**src/rtl/mlp_layer_sequencer.sv**
```systemverilog
// Layer-by-layer controller for an N-neuron MLP datapath: loads the input, then sequences
// fetch / neuron-latency wait / write-back per weight layer, and hands out the final vector.
module mlp_layer_sequencer #(
    parameter int M       = 2,
    parameter int N       = 2,
    parameter int QM      = 3,
    parameter int QN      = 5,
    parameter int NEU_LAT = 2,
    localparam int DW     = QM + QN,
    localparam int LAW    = (M > 2) ? $clog2(M - 1) : 1
) (
    input  logic                         clk,
    input  logic                         rst,
    input  logic                         start,
    output logic                         busy,
    output logic                         done,
    output logic                         load_x,
    output logic                         read_en,
    output logic                         write_en,
    output logic [LAW-1:0]               layer_addr,
    input  logic signed [N-1:0][DW-1:0]  result,
    output logic                         out_valid,
    input  logic                         out_ready,
    output logic signed [N-1:0][DW-1:0]  out_data
);

    localparam int CW = (NEU_LAT > 1) ? $clog2(NEU_LAT) : 1;
    localparam logic [LAW-1:0] LAST_LAYER = LAW'(M - 2);
    localparam logic [CW-1:0]  CNT_LAST   = CW'(NEU_LAT - 1);

    typedef enum logic [2:0] {
        S_IDLE,
        S_LOAD,
        S_FETCH,
        S_COMPUTE,
        S_WB,
        S_OUT
    } state_t;

    state_t                        state_q, state_d;
    logic [LAW-1:0]                layer_q, layer_d;
    logic [CW-1:0]                 cnt_q, cnt_d;
    logic                          done_q, done_d;
    logic signed [N-1:0][DW-1:0]   out_data_q, out_data_d;

    always_ff @(posedge clk) begin
        if (rst) begin
            state_q    <= S_IDLE;
            layer_q    <= '0;
            cnt_q      <= '0;
            done_q     <= 1'b0;
            out_data_q <= '0;
        end else begin
            state_q    <= state_d;
            layer_q    <= layer_d;
            cnt_q      <= cnt_d;
            done_q     <= done_d;
            out_data_q <= out_data_d;
        end
    end

    always_comb begin
        state_d    = state_q;
        layer_d    = layer_q;
        cnt_d      = cnt_q;
        done_d     = 1'b0;
        out_data_d = out_data_q;
        case (state_q)
            S_IDLE: begin
                layer_d = '0;
                if (start) begin
                    state_d = S_LOAD;
                end
            end
            S_LOAD: begin
                state_d = S_FETCH;
            end
            S_FETCH: begin
                cnt_d   = '0;
                state_d = S_COMPUTE;
            end
            S_COMPUTE: begin
                // Leave after exactly NEU_LAT cycles here, so WB lands on the first valid result.
                if (cnt_q == CNT_LAST) begin
                    state_d = S_WB;
                end else begin
                    cnt_d = cnt_q + CW'(1);
                end
            end
            S_WB: begin
                if (layer_q == LAST_LAYER) begin
                    out_data_d = result;
                    state_d    = S_OUT;
                end else begin
                    layer_d = layer_q + LAW'(1);
                    state_d = S_FETCH;
                end
            end
            S_OUT: begin
                if (out_ready) begin
                    layer_d = '0;
                    done_d  = 1'b1;
                    state_d = S_IDLE;
                end
            end
            default: begin
                state_d = S_IDLE;
            end
        endcase
    end

    // Every output is either a register or a pure decode of the state register.
    assign busy       = (state_q != S_IDLE);
    assign done       = done_q;
    assign load_x     = (state_q == S_LOAD);
    assign read_en    = (state_q == S_FETCH);
    assign write_en   = (state_q == S_WB);
    assign out_valid  = (state_q == S_OUT);
    assign layer_addr = layer_q;
    assign out_data   = out_data_q;

endmodule

```
**config.mk**
```make
export PLATFORM = sky130hd
export DESIGN_NAME = mlp_layer_sequencer
export DESIGN_NICKNAME = d
export VERILOG_FILES = /design/src/rtl/mlp_layer_sequencer.sv
export SDC_FILE = /design/constraint.sdc
export NUM_CORES = 1
export LEC_CHECK = 0
export CORE_MARGIN = 5
export CORE_UTILIZATION = 30
export CTS_CLUSTER_DIAMETER = 30
export DETAILED_ROUTE_END_ITERATION = 16
export DONT_BUFFER_PORTS = 1
export GPL_TIMING_DRIVEN = 1
export PLACE_DENSITY_LB_ADDON = 0.2
export SYNTH_ARGS = -nofsm -noshare
export SYNTH_HDL_FRONTEND = slang
export SYNTH_SLANG_ARGS = --single-unit
```
**constraint.sdc**
```tcl
create_clock -name clk -period 1.8 [get_ports clk]
set_clock_uncertainty 0.05 [all_clocks]
set_input_delay 0.18 -clock clk [delete_from_list [all_inputs] [get_ports clk]]
set_output_delay 0.18 -clock clk [all_outputs]
set_load 0.05 [all_outputs]
```
==> run_summary.xml, run 1 <==
<?xml version="1.0" encoding="UTF-8"?>
<metrics>
  <group name="global_routing">
    <metric name="grt_pass1_wl" unit="microns">3320</metric>
    <metric name="grt-ovfl-total" unit="">0</metric>
    <metric name="grt_usage" unit="%">10.1</metric>
    <metric name="grt_start_max_net_pins" unit="">20</metric>
    <metric name="number_of_global_route_vias_before_repair" unit="">763</metric>
    <metric name="antenna_violations_before_repair" unit="">0</metric>
  </group>
  <group name="setup_path">
    <metric name="cp_slowest_stage_delay" unit="ps">440</metric>
    <metric name="required" unit="ps">1570</metric>
    <metric name="worst-r2r-cell-count" unit="">4</metric>
    <metric name="reg2reg_from" unit="">state_q[0]</metric>
    <metric name="r2r-end" unit="">out_data[3]</metric>
    <metric name="rrSetupSlack" unit="ps">410</metric>
    <metric name="critical_path_arrival" unit="ps">1430</metric>
    <metric name="worst_path_dominant_cell_family" unit="">simple AND/OR/NAND/NOR gates</metric>
    <metric name="timing.critical_path.buf_inv" unit="">2</metric>
    <metric name="worst_setup_path_type" unit="">flip-flop to output pin</metric>
    <metric name="worstPathCellList" unit="">or3b_1 &gt; clkinv_4 &gt; buf_12</metric>
    <metric name="critical_path.startpoint_type" unit="">flip-flop</metric>
    <metric name="cp-end-kind" unit="">output pin</metric>
    <metric name="crit_slowest_cell" unit="">or3b_1</metric>
    <metric name="path_max_fanout" unit="">17</metric>
  </group>
  <group name="clocking">
    <metric name="level_count_of_the_clock_h_tree" unit="">1</metric>
    <metric name="worst_skew_pair.late_latency" unit="ps">300</metric>
    <metric name="cts_tree" unit="">done</metric>
    <metric name="clock_sinks" unit="">21</metric>
    <metric name="cts-buffers-inserted" unit="">3</metric>
    <metric name="cts_setup_buffers" unit="">0</metric>
    <metric name="cts_max_path_buffers" unit="">2</metric>
    <metric name="clkSlewWorstSetupHoldPaths" unit="ps">120</metric>
    <metric name="cts.root.buffer_cell" unit="">clkbuf_4</metric>
  </group>
  <group name="run">
    <metric name="cap_viol_max_count" unit="">0</metric>
  </group>
  <group name="placement">
    <metric name="placed_cell_area" unit="sq um">941</metric>
    <metric name="post-place-cells" unit="">133</metric>
    <metric name="dpl.hpwl" unit="microns">1380</metric>
    <metric name="numPortBuffers" unit="">0</metric>
    <metric name="globalplace.congestion" unit="">0.705</metric>
  </group>
  <group name="drt">
    <metric name="drt.antenna.violating_nets" unit="">0</metric>
    <metric name="route.detailed.wl_per_inst" unit="microns">13.1</metric>
    <metric name="detailedRoute.firstPassIterationCount" unit="">4</metric>
    <metric name="vias_per_cell" unit="">4.66</metric>
    <metric name="via_total_after_detailed_routing" unit="">723</metric>
    <metric name="drc" unit="">0</metric>
    <metric name="routed_wirelength" unit="microns">2030</metric>
    <metric name="drt_iter0_markers" unit="">22</metric>
  </group>
  <group name="power_and_ir_drop">
    <metric name="p_sw" unit="uW">458</metric>
    <metric name="internal_power" unit="uW">718</metric>
    <metric name="p_seq_share" unit="%">53.3</metric>
    <metric name="p_sw_share" unit="%">38.9</metric>
    <metric name="p_clk_share" unit="%">19.3</metric>
    <metric name="vdd_ir_drop_max" unit="V">0.000509</metric>
    <metric name="cellLeakagePower" unit="uW">0.000429</metric>
    <metric name="power_per_cell_area" unit="mW/mm^2">1020</metric>
    <metric name="combPwrFrac" unit="%">27.5</metric>
  </group>
  <group name="die">
    <metric name="die_area" unit="sq mm">0.00412</metric>
    <metric name="ioPinCount" unit="">43</metric>
    <metric name="chipHeight" unit="microns">64.2</metric>
    <metric name="floorplan.initialDensity" unit="%">31.7</metric>
    <metric name="rows" unit="">19</metric>
    <metric name="die_width" unit="microns">64.2</metric>
    <metric name="core_area" unit="sq mm">0.00278</metric>
  </group>
  <group name="sta">
    <metric name="report.final.hold_viol_count" unit="">0</metric>
    <metric name="final.setup.tns" unit="ps">0</metric>
    <metric name="achievable-frequency" unit="MHz">601</metric>
    <metric name="grt_setup_unrepaired" unit="">false</metric>
    <metric name="worst_pin_slew" unit="ps">873</metric>
    <metric name="maxSlewViolCount" unit="">0</metric>
    <metric name="normalized_max_slew_margin" unit="%">41.6</metric>
    <metric name="final-setup-viol-count" unit="">0</metric>
    <metric name="min_clock_period_post_route" unit="ps">1660</metric>
    <metric name="finalCritPeriodShare" unit="%">92.5</metric>
  </group>
  <group name="hold_path">
    <metric name="hp-start" unit="">rst</metric>
    <metric name="min_delay_worst_endpoint" unit="">state_q[2]</metric>
    <metric name="min_path_type" unit="">input pin to flip-flop</metric>
    <metric name="whs_path_depth" unit="">2</metric>
  </group>
  <group name="outcome">
    <metric name="run_status" unit="">completed</metric>
  </group>
  <group name="final_layout">
    <metric name="post-route-cell-area" unit="sq mm">0.00115</metric>
    <metric name="stdcell_count" unit="">155</metric>
    <metric name="areaGrowthSynthToFinish" unit="%">30.5</metric>
    <metric name="drive_gt1_share" unit="%">21.8</metric>
    <metric name="antennaDiodeCount" unit="">0</metric>
    <metric name="nets" unit="">145</metric>
  </group>
  <group name="yosys">
    <metric name="mappedNetlistArea" unit="sq um">882</metric>
    <metric name="synth.net_count" unit="">122</metric>
    <metric name="netlist-cell-type-count" unit="">23</metric>
    <metric name="synth_seq_area_share" unit="%">47.7</metric>
    <metric name="synth-seq-cells" unit="">21</metric>
    <metric name="syn-instance-count" unit="">102</metric>
    <metric name="mean_instance_size_in_the_synthesized_netlist" unit="sq um">8.65</metric>
    <metric name="ys_warn_count" unit="">0</metric>
  </group>
</metrics>
-- kinds of logic (layout without fill, tap and decap cells) --
kind of cell    count (synthesis)  after routing  synth area share [%]
simple gates                   49             49                  26.4
other cells                     1              1                 0.425
mux                             1              1                  1.13
compound gates                 20             20                  15.5
flops                          21             21                  47.7
buf+inv                        10             32                  8.94
-- worst max-delay path by stage --
| stage | start | to | cells past startpoint |
|---|---|---|---|
| after floorplan | state_q[1] | read_en | 2 |
| after global placement | state_q[0] | out_data[10] | 4 |
| after detailed placement | state_q[0] | out_data[5] | 4 |
| after CTS | state_q[0] | write_en | 3 |
| after global routing | state_q[0] | write_en | 3 |
| final | state_q[0] | write_en | 3 |
-- flip-flops by register name (all words and copies together) (netlist names) --
register / flops
cnt_q: 1
done: 1
out_data: 16
state_q: 3
-- per-stage QoR --
stage	util, %	hold slack (ps)	power, uW	setup WS (ps)
floorplan	-	266	879	285
global placement	33.8	197	919	434
detailed placement	33.8	198	922	424
CTS	41.3	6.38	1190	71.2
global route	41.4	2.43	1240	32.8
finish	41.4	13.0	1180	135
-- what timing repair did --
item,4_1_cts,5_1_grt
hold endpoints to repair,19,0
resized for setup,0,2
endpoints found under the setup margin,0,1
hold buffers,18,0
-- cell usage after synthesis, drive strengths merged --
| library cell | number | share of area, % |
|---|---|---|
| nand2b | 2 | 1.4 |
| or3b | 1 | 0.99 |
| nor4 | 1 | 0.71 |
| a21oi | 19 | 15 |
| nand2 | 32 | 14 |
| or3 | 1 | 0.71 |
| buf | 5 | 6.2 |
| nor3 | 1 | 0.57 |
| nor2 | 3 | 1.3 |
| and3 | 1 | 0.71 |
| and3b | 2 | 2.0 |
| clkinv | 1 | 0.99 |
| clkbuf | 4 | 1.7 |
| dfxtp | 21 | 48 |
| conb | 1 | 0.43 |
| o21bai | 1 | 0.85 |
| nor3b | 4 | 3.4 |
| mux2i | 1 | 1.1 |
| nand4b | 1 | 0.99 |
-- final cells by class --
| type | instances | area [sq um] |
|---|---|---|
| clock buffer | 3 | 22.5 |
| tap | 31 | 38.8 |
| multi-input combinational | 71 | 393 |
| clock inverter | 1 | 5.00 |
| fill | 280 | 1630 |
| sequential | 21 | 423 |
| timing repair buffer | 27 | 260 |
| inverter | 1 | 8.76 |
-- power by group through the flow --
| stage | registers, uW | logic [uW] | clock network (uW) |
|---|---|---|---|
| floorplan | 624 | 255 | 0 |
| global placement | 635 | 283 | 0 |
| detailed placement | 636 | 286 | 0 |
| CTS | 625 | 325 | 242 |
| global route | 635 | 352 | 257 |
| finish | 626 | 323 | 226 |
-- cell usage in the layout, fill, tap and decap left out --
cell type	count
o21bai_1	1
and3_1	1
dfxtp_1	19
dfxtp_2	2
clkinv_4	1
nor4_1	1
a21oi_2	9
mux2i_1	1
buf_4	8
nor3b_2	2
nand2_1	32
or3b_1	1
clkinv_2	1
or3_1	1
clkbuf_4	3
dlygate4sd3_1	18
and3b_1	2
nor3_1	1
nand4b_1	1
nor3b_1	2
nor2_1	3
buf_12	1
nand2b_1	2
a21oi_1	10
conb_1	1
-- routing by layer --
| layer | vias up | GRT usage (%) | wire length [microns] |
|---|---|---|---|
| met5 | - | 0 | 0 |
| met4 | 0 | 3.82 | 13 |
| met3 | 2 | 4.20 | 193 |
| met2 | 24 | 18.1 | 1060 |
| met1 | 323 | 10.3 | 761 |
| li1 | 374 | - | - |
Note: power is estimated with default switching activity, not from simulation.
==> run 2, diff against run 1 <==
--- a/config.mk
+++ b/config.mk
@@ -5,13 +5,14 @@
 export SDC_FILE = /design/constraint.sdc
 export NUM_CORES = 1
 export LEC_CHECK = 0
+export CAP_MARGIN = 30
 export CORE_MARGIN = 5
 export CORE_UTILIZATION = 30
 export CTS_CLUSTER_DIAMETER = 30
 export DETAILED_ROUTE_END_ITERATION = 16
 export DONT_BUFFER_PORTS = 1
 export GPL_TIMING_DRIVEN = 1
-export PLACE_DENSITY_LB_ADDON = 0.2
+export HOLD_SLACK_MARGIN = 0.06
 export SYNTH_ARGS = -nofsm -noshare
 export SYNTH_HDL_FRONTEND = slang
 export SYNTH_SLANG_ARGS = --single-unit
==> run 2 against run 1 <==
- wire length grew 1.1%
- global-route usage down 0.13 points
- utilization fell by 0.22 points
- sequential power increased by 0.8%
- clock-buffer cell count unchanged
- die area unchanged
- sequential share of layout area up 0.091 points
- first-iteration DRC count is 9.1% lower
- non-clock buffer count decreased by 1
- total power is 0.66% lower
- sequential cell count did not move
- cell count is 0.65% lower
- critical path type unchanged
==> run_summary.xml, run 2 (synthesis gave the netlist of run 1 again) <==
<?xml version="1.0" encoding="UTF-8"?>
<metrics>
  <group name="outcome">
    <metric name="run_status" unit="">completed</metric>
  </group>
  <group name="sta">
    <metric name="min_clock_period_post_route" unit="ps">1690</metric>
    <metric name="finalCritPeriodShare" unit="%">94.1</metric>
    <metric name="grt_setup_unrepaired" unit="">false</metric>
    <metric name="worst_pin_slew" unit="ps">883</metric>
    <metric name="report.final.hold_viol_count" unit="">0</metric>
    <metric name="final-setup-viol-count" unit="">0</metric>
    <metric name="normalized_max_slew_margin" unit="%">40.9</metric>
    <metric name="maxSlewViolCount" unit="">0</metric>
    <metric name="achievable-frequency" unit="MHz">591</metric>
    <metric name="final.setup.tns" unit="ps">0</metric>
  </group>
  <group name="die">
    <metric name="ioPinCount" unit="">43</metric>
    <metric name="core_area" unit="sq mm">0.00278</metric>
    <metric name="rows" unit="">19</metric>
    <metric name="chipHeight" unit="microns">64.2</metric>
    <metric name="die_area" unit="sq mm">0.00412</metric>
    <metric name="floorplan.initialDensity" unit="%">31.7</metric>
    <metric name="die_width" unit="microns">64.2</metric>
  </group>
  <group name="setup_path">
    <metric name="critical_path_arrival" unit="ps">1460</metric>
    <metric name="critical_path.startpoint_type" unit="">flip-flop</metric>
    <metric name="path_max_fanout" unit="">17</metric>
    <metric name="worst_setup_path_type" unit="">flip-flop to output pin</metric>
    <metric name="cp-end-kind" unit="">output pin</metric>
    <metric name="worstPathCellList" unit="">or3b_1 &gt; clkinv_4 &gt; buf_12</metric>
    <metric name="required" unit="ps">1570</metric>
    <metric name="cp_slowest_stage_delay" unit="ps">450</metric>
    <metric name="worst_path_dominant_cell_family" unit="">simple AND/OR/NAND/NOR gates</metric>
    <metric name="crit_slowest_cell" unit="">or3b_1</metric>
    <metric name="timing.critical_path.buf_inv" unit="">2</metric>
  </group>
  <group name="final_layout">
    <metric name="final_core_util" unit="%">41.2</metric>
    <metric name="largest_register_ffs" unit="">16</metric>
    <metric name="post-route-cell-area" unit="sq mm">0.00114</metric>
    <metric name="fill_cells" unit="">283</metric>
    <metric name="areaGrowthSynthToFinish" unit="%">29.8</metric>
    <metric name="antennaDiodeCount" unit="">0</metric>
    <metric name="stdcell_count" unit="">154</metric>
    <metric name="layout_commonest_cell" unit="">nand2_1</metric>
    <metric name="nets" unit="">144</metric>
    <metric name="layout_common_cells" unit="">nand2_1, dfxtp_1, dlygate4sd3_1</metric>
    <metric name="drive_gt1_share" unit="%">19.5</metric>
  </group>
  <group name="drt">
    <metric name="via_total_after_detailed_routing" unit="">727</metric>
    <metric name="routed_wirelength" unit="microns">2060</metric>
    <metric name="route.detailed.wl_per_inst" unit="microns">13.3</metric>
    <metric name="drc" unit="">0</metric>
    <metric name="drt_iter0_markers" unit="">20</metric>
    <metric name="drt.antenna.violating_nets" unit="">0</metric>
    <metric name="vias_per_cell" unit="">4.72</metric>
    <metric name="detailedRoute.firstPassIterationCount" unit="">4</metric>
  </group>
  <group name="placement">
    <metric name="post-place-cells" unit="">131</metric>
    <metric name="placed_cell_area" unit="sq um">926</metric>
    <metric name="globalplace.congestion" unit="">0.707</metric>
    <metric name="numPortBuffers" unit="">0</metric>
  </group>
  <group name="global_routing">
    <metric name="grt_start_max_net_pins" unit="">21</metric>
    <metric name="antenna_violations_before_repair" unit="">0</metric>
    <metric name="grt_usage" unit="%">9.92</metric>
    <metric name="grt-ovfl-total" unit="">0</metric>
    <metric name="grt_pass1_wl" unit="microns">3220</metric>
    <metric name="number_of_global_route_vias_before_repair" unit="">708</metric>
  </group>
  <group name="run">
    <metric name="cap_viol_max_count" unit="">0</metric>
  </group>
  <group name="clocking">
    <metric name="cts_max_path_buffers" unit="">2</metric>
    <metric name="cts.root.buffer_cell" unit="">clkbuf_4</metric>
    <metric name="cts-buffers-inserted" unit="">3</metric>
    <metric name="clkSlewWorstSetupHoldPaths" unit="ps">110</metric>
    <metric name="cts_tree" unit="">done</metric>
    <metric name="clock_sinks" unit="">21</metric>
    <metric name="level_count_of_the_clock_h_tree" unit="">1</metric>
    <metric name="worst_skew_pair.late_latency" unit="ps">290</metric>
    <metric name="cts_setup_buffers" unit="">0</metric>
  </group>
  <group name="power_and_ir_drop">
    <metric name="vdd_ir_drop_max" unit="V">0.000639</metric>
    <metric name="power_per_cell_area" unit="mW/mm^2">1020</metric>
    <metric name="cellLeakagePower" unit="uW">0.000422</metric>
  </group>
  <group name="hold_path">
    <metric name="min_path_type" unit="">input pin to flip-flop</metric>
  </group>
</metrics>
run 2: stage by stage:
| stage | hold WS, ps | power (uW) | setup slack, ps |
|---|---|---|---|
| after global placement | 196 | 910 | 446 |
| after floorplan | 266 | 879 | 285 |
| after detailed placement | 198 | 917 | 423 |
| after CTS | 73.6 | 1190 | 77.8 |
| after global routing | 100 | 1240 | 0.906 |
| final | 86.5 | 1170 | 107 |
run 2: area by class of cell:
cell class | instances | area (sq um) | area share [%]
Clock buffer | 3 | 22.5 | 1.97
Clock inverter | 1 | 5.00 | 0.437
Inverter | 1 | 8.76 | 0.765
Multi-Input combinational cell | 71 | 393 | 34.3
Sequential cell | 21 | 422 | 36.8
Tap cell | 31 | 38.8 | 3.39
Timing Repair Buffer | 26 | 255 | 22.3
run 2: tightest hold or removal path, cell delays in order:
cell	delay [ps]
nand2b_1	50
a21oi_1	60
a21oi_1	110
run 2: final timing paths:
kind	start	end	slack (ps)	depth (start not counted)
max	state_q[1]	write_en	110	3
min	start	state_q[2]	90	3
max reg2reg	state_q[1]	out_data[15]	360	4
min reg2reg	out_data[10]	out_data[10]	430	2
run 2: power breakdown:
part | total (uW) | internal, uW | switching (uW)
clock network | 222 | 82.7 | 139
logic | 315 | 126 | 189
registers | 631 | 506 | 126
run 2: routing by layer:
metal | vias up | GRT usage (%) | part of all wire, %
li1 | 375 | - | -
met3 | 2 | 4.03 | 8.6
met5 | - | 0 | 0
met4 | 0 | 6.11 | 1.4
met2 | 23 | 16.7 | 50
met1 | 327 | 10.2 | 40
run 2: timing repair:
item                       CTS  global route
hold buffers                19             0
resized for setup            0             1
setup endpoints to repair    0             1
hold endpoints to repair    21             0
==> run 3, diff against run 2 <==
--- a/config.mk
+++ b/config.mk
@@ -5,6 +5,7 @@
 export SDC_FILE = /design/constraint.sdc
 export NUM_CORES = 1
 export LEC_CHECK = 0
+export ABC_AREA = 1
 export CAP_MARGIN = 30
 export CORE_MARGIN = 5
 export CORE_UTILIZATION = 30
@@ -16,3 +17,4 @@
 export SYNTH_ARGS = -nofsm -noshare
 export SYNTH_HDL_FRONTEND = slang
 export SYNTH_SLANG_ARGS = --single-unit
+export TNS_END_PERCENT = 100
==> run 3 against run 2 <==
- sequential power up 82%
- first-iteration DRC count increased by 70%
- via count up 3.3%
- global-route usage grew 0.88 points
- register-to-register slack improved by 210 ps
- highest routed layer unchanged
- worst setup slack better by 120 ps
- sequential cell count did not move
- sequential share of layout area is 2.9 points higher
- synthesized area is 5.0% lower
- cell count grew 4.5%
==> run_summary.xml, run 3 <==
<?xml version="1.0" encoding="UTF-8"?>
<metrics>
  <group name="sta">
    <metric name="maxSlewViolCount" unit="">0</metric>
    <metric name="report.final.hold_viol_count" unit="">0</metric>
    <metric name="grt_setup_unrepaired" unit="">false</metric>
    <metric name="normalized_max_slew_margin" unit="%">65.4</metric>
    <metric name="finalHoldWorstSlack" unit="ps">126</metric>
    <metric name="worst_pin_slew" unit="ps">519</metric>
    <metric name="final.setup.tns" unit="ps">0</metric>
    <metric name="min_clock_period_post_route" unit="ps">1570</metric>
    <metric name="achievable-frequency" unit="MHz">636</metric>
    <metric name="finalCritPeriodShare" unit="%">87.3</metric>
    <metric name="final-setup-viol-count" unit="">0</metric>
  </group>
  <group name="drt">
    <metric name="vias_per_cell" unit="">4.66</metric>
    <metric name="routed_wirelength" unit="microns">1970</metric>
    <metric name="drt.antenna.violating_nets" unit="">0</metric>
    <metric name="detailedRoute.firstPassIterationCount" unit="">4</metric>
    <metric name="route.detailed.wl_per_inst" unit="microns">12.3</metric>
    <metric name="drc" unit="">0</metric>
    <metric name="via_total_after_detailed_routing" unit="">751</metric>
    <metric name="drt_iter0_markers" unit="">34</metric>
  </group>
  <group name="clocking">
    <metric name="cts-buffers-inserted" unit="">3</metric>
    <metric name="post_cts_resized" unit="">0</metric>
    <metric name="worst_skew_pair.late_latency" unit="ps">300</metric>
    <metric name="level_count_of_the_clock_h_tree" unit="">1</metric>
    <metric name="cts_hold_repair.buffers" unit="">18</metric>
    <metric name="clock_sinks" unit="">21</metric>
    <metric name="clkSlewWorstSetupHoldPaths" unit="ps">110</metric>
    <metric name="cts_setup_buffers" unit="">0</metric>
    <metric name="cts_tree" unit="">done</metric>
    <metric name="cts_max_path_buffers" unit="">2</metric>
    <metric name="cts.root.buffer_cell" unit="">clkbuf_4</metric>
  </group>
  <group name="yosys">
    <metric name="synth_seq_area_share" unit="%">50.1</metric>
    <metric name="ys_dominant_reg_cell" unit="">dfxtp_1</metric>
    <metric name="edff_count_synth" unit="">0</metric>
    <metric name="yosys.cell_count.top_type" unit="">nor2_1</metric>
    <metric name="synthTopCellsByArea" unit="">dfxtp_1, nor2_1, o21ai_0</metric>
    <metric name="synth_largest_type_area_fraction" unit="%">50.1</metric>
    <metric name="synth_top_cell_by_area" unit="">dfxtp_1</metric>
    <metric name="mappedNetlistArea" unit="sq um">838</metric>
    <metric name="ys_warn_count" unit="">0</metric>
    <metric name="synth.net_count" unit="">130</metric>
    <metric name="syn-instance-count" unit="">110</metric>
    <metric name="netlist-cell-type-count" unit="">19</metric>
    <metric name="mean_instance_size_in_the_synthesized_netlist" unit="sq um">7.62</metric>
    <metric name="yosys-top-cells-count" unit="">nor2_1, dfxtp_1, o21ai_0, inv_1, nand2_1</metric>
    <metric name="synth-seq-cells" unit="">21</metric>
    <metric name="share_of_synthesized_flip_flops_with_an_asynchronous_set_or_reset" unit="%">0</metric>
  </group>
  <group name="power_and_ir_drop">
    <metric name="vdd_ir_drop_max" unit="V">0.00100</metric>
    <metric name="p_clk_share" unit="%">11.0</metric>
    <metric name="power_per_cell_area" unit="mW/mm^2">1970</metric>
    <metric name="combPwrFrac" unit="%">33.5</metric>
    <metric name="fin_total_pwr" unit="uW">2080</metric>
    <metric name="cellLeakagePower" unit="uW">0.000443</metric>
    <metric name="p_sw_share" unit="%">56.4</metric>
    <metric name="p_sw" unit="uW">1170</metric>
    <metric name="p_seq_share" unit="%">55.6</metric>
    <metric name="internal_power" unit="uW">906</metric>
  </group>
  <group name="die">
    <metric name="chipHeight" unit="microns">62.9</metric>
    <metric name="rows" unit="">19</metric>
    <metric name="core_area" unit="sq mm">0.00271</metric>
    <metric name="die_area" unit="sq mm">0.00395</metric>
    <metric name="ioPinCount" unit="">43</metric>
    <metric name="floorplan.initialDensity" unit="%">30.9</metric>
    <metric name="die_width" unit="microns">62.9</metric>
  </group>
  <group name="global_routing">
    <metric name="grt-ovfl-total" unit="">0</metric>
    <metric name="grt_pass1_wl" unit="microns">3470</metric>
    <metric name="grt_start_max_net_pins" unit="">19</metric>
    <metric name="number_of_global_route_vias_before_repair" unit="">728</metric>
    <metric name="antenna_violations_before_repair" unit="">0</metric>
    <metric name="grt_usage" unit="%">10.8</metric>
  </group>
  <group name="final_layout">
    <metric name="areaGrowthSynthToFinish" unit="%">26.1</metric>
    <metric name="layout_commonest_cell" unit="">nor2_1</metric>
    <metric name="post-route-cell-area" unit="sq mm">0.00106</metric>
    <metric name="antennaDiodeCount" unit="">0</metric>
    <metric name="nets" unit="">151</metric>
    <metric name="stdcell_count" unit="">161</metric>
    <metric name="layout_common_cells" unit="">nor2_1, dfxtp_1, dlygate4sd3_1</metric>
    <metric name="largest_register_ffs" unit="">16</metric>
    <metric name="drive_gt1_share" unit="%">6.92</metric>
  </group>
  <group name="placement">
    <metric name="placed_cell_area" unit="sq um">850</metric>
    <metric name="post-place-cells" unit="">139</metric>
    <metric name="dpl.hpwl" unit="microns">1390</metric>
    <metric name="globalplace.congestion" unit="">0.762</metric>
    <metric name="numPortBuffers" unit="">0</metric>
  </group>
  <group name="setup_path">
    <metric name="crit_top_cell" unit="">inv_1</metric>
    <metric name="path_max_fanout" unit="">4</metric>
    <metric name="required" unit="ps">1570</metric>
    <metric name="cp_slowest_stage_delay" unit="ps">430</metric>
    <metric name="critical_path_arrival" unit="ps">1340</metric>
    <metric name="critical_path.startpoint_type" unit="">flip-flop</metric>
    <metric name="cp-end-kind" unit="">output pin</metric>
    <metric name="worstPathCellList" unit="">inv_1 &gt; nor2_1 &gt; nand2_1 &gt; inv_1</metric>
    <metric name="crit_slowest_cell" unit="">dfxtp_1</metric>
    <metric name="worst_setup_path_type" unit="">flip-flop to output pin</metric>
  </group>
  <group name="run">
    <metric name="cap_viol_max_count" unit="">0</metric>
  </group>
  <group name="outcome">
    <metric name="run_status" unit="">completed</metric>
  </group>
  <group name="hold_path">
    <metric name="min_path_type" unit="">input pin to flip-flop</metric>
  </group>
</metrics>
[run 3: final cells by class]
class,instances,area (sq um)
Clock inverter,1,5.00
Sequential cell,21,420
Tap cell,31,38.8
Timing Repair Buffer,20,195
Multi-Input combinational cell,75,333
Fill cell,283,1650
Clock buffer,3,22.5
Inverter,10,42.5
[run 3: power by group through the flow]
stage	Clock [uW]	Combinational, uW	Sequential, uW
CTS	241	702	1160
floorplan	0	627	1140
detailed placement	0	670	1170
global route	271	780	1180
global placement	0	655	1170
finish	228	696	1150
[run 3: cells by family (layout without fill, tap and decap cells)]
family                 count (synthesis)  count (layout)  synth area share, %
other                                  1               1                0.447
buffers and inverters                 14              34                 10.1
and+or+nand+nor                       53              53                 26.6
DFF                                   21              21                 50.1
AOI/OAI and AO/OA                     21              21                 12.7
[run 3: worst paths after layout]
kind | start | to | slack (ps) | cells past startpoint
worst max-delay path | state_q[1] | read_en | 230 | 4
worst min-delay path | start | state_q[0] | 130 | 4
worst max register to register | state_q[0] | out_data[7] | 570 | 5
worst min register to register | cnt_q | cnt_q | 450 | 2
[run 3: critical path: cells and delay by family (launching register included)]
family                 cells  cell delay, ps
DFF                        1             430
and+or+nand+nor            2             160
buffers and inverters      2             440
[run 3: through the flow]
stage          utilization, %  worst slack [ps]
2_1_floorplan               -               250
3_3_place_gp             31.3               599
3_5_place_dp             31.3               572
4_1_cts                  39.0               234
5_1_grt                  39.0               143
6_report                 39.0               228
[run 3: metal layers]
metal | vias to the layer above | wire [microns] | share of wire (%) | global-route usage [%]
met5 | - | 0 | 0 | 0
met4 | 0 | 9 | 0.46 | 2.39
met3 | 2 | 208 | 11 | 5.58
met2 | 44 | 946 | 48 | 17.8
met1 | 319 | 808 | 41 | 12.3
li1 | 386 | - | - | -
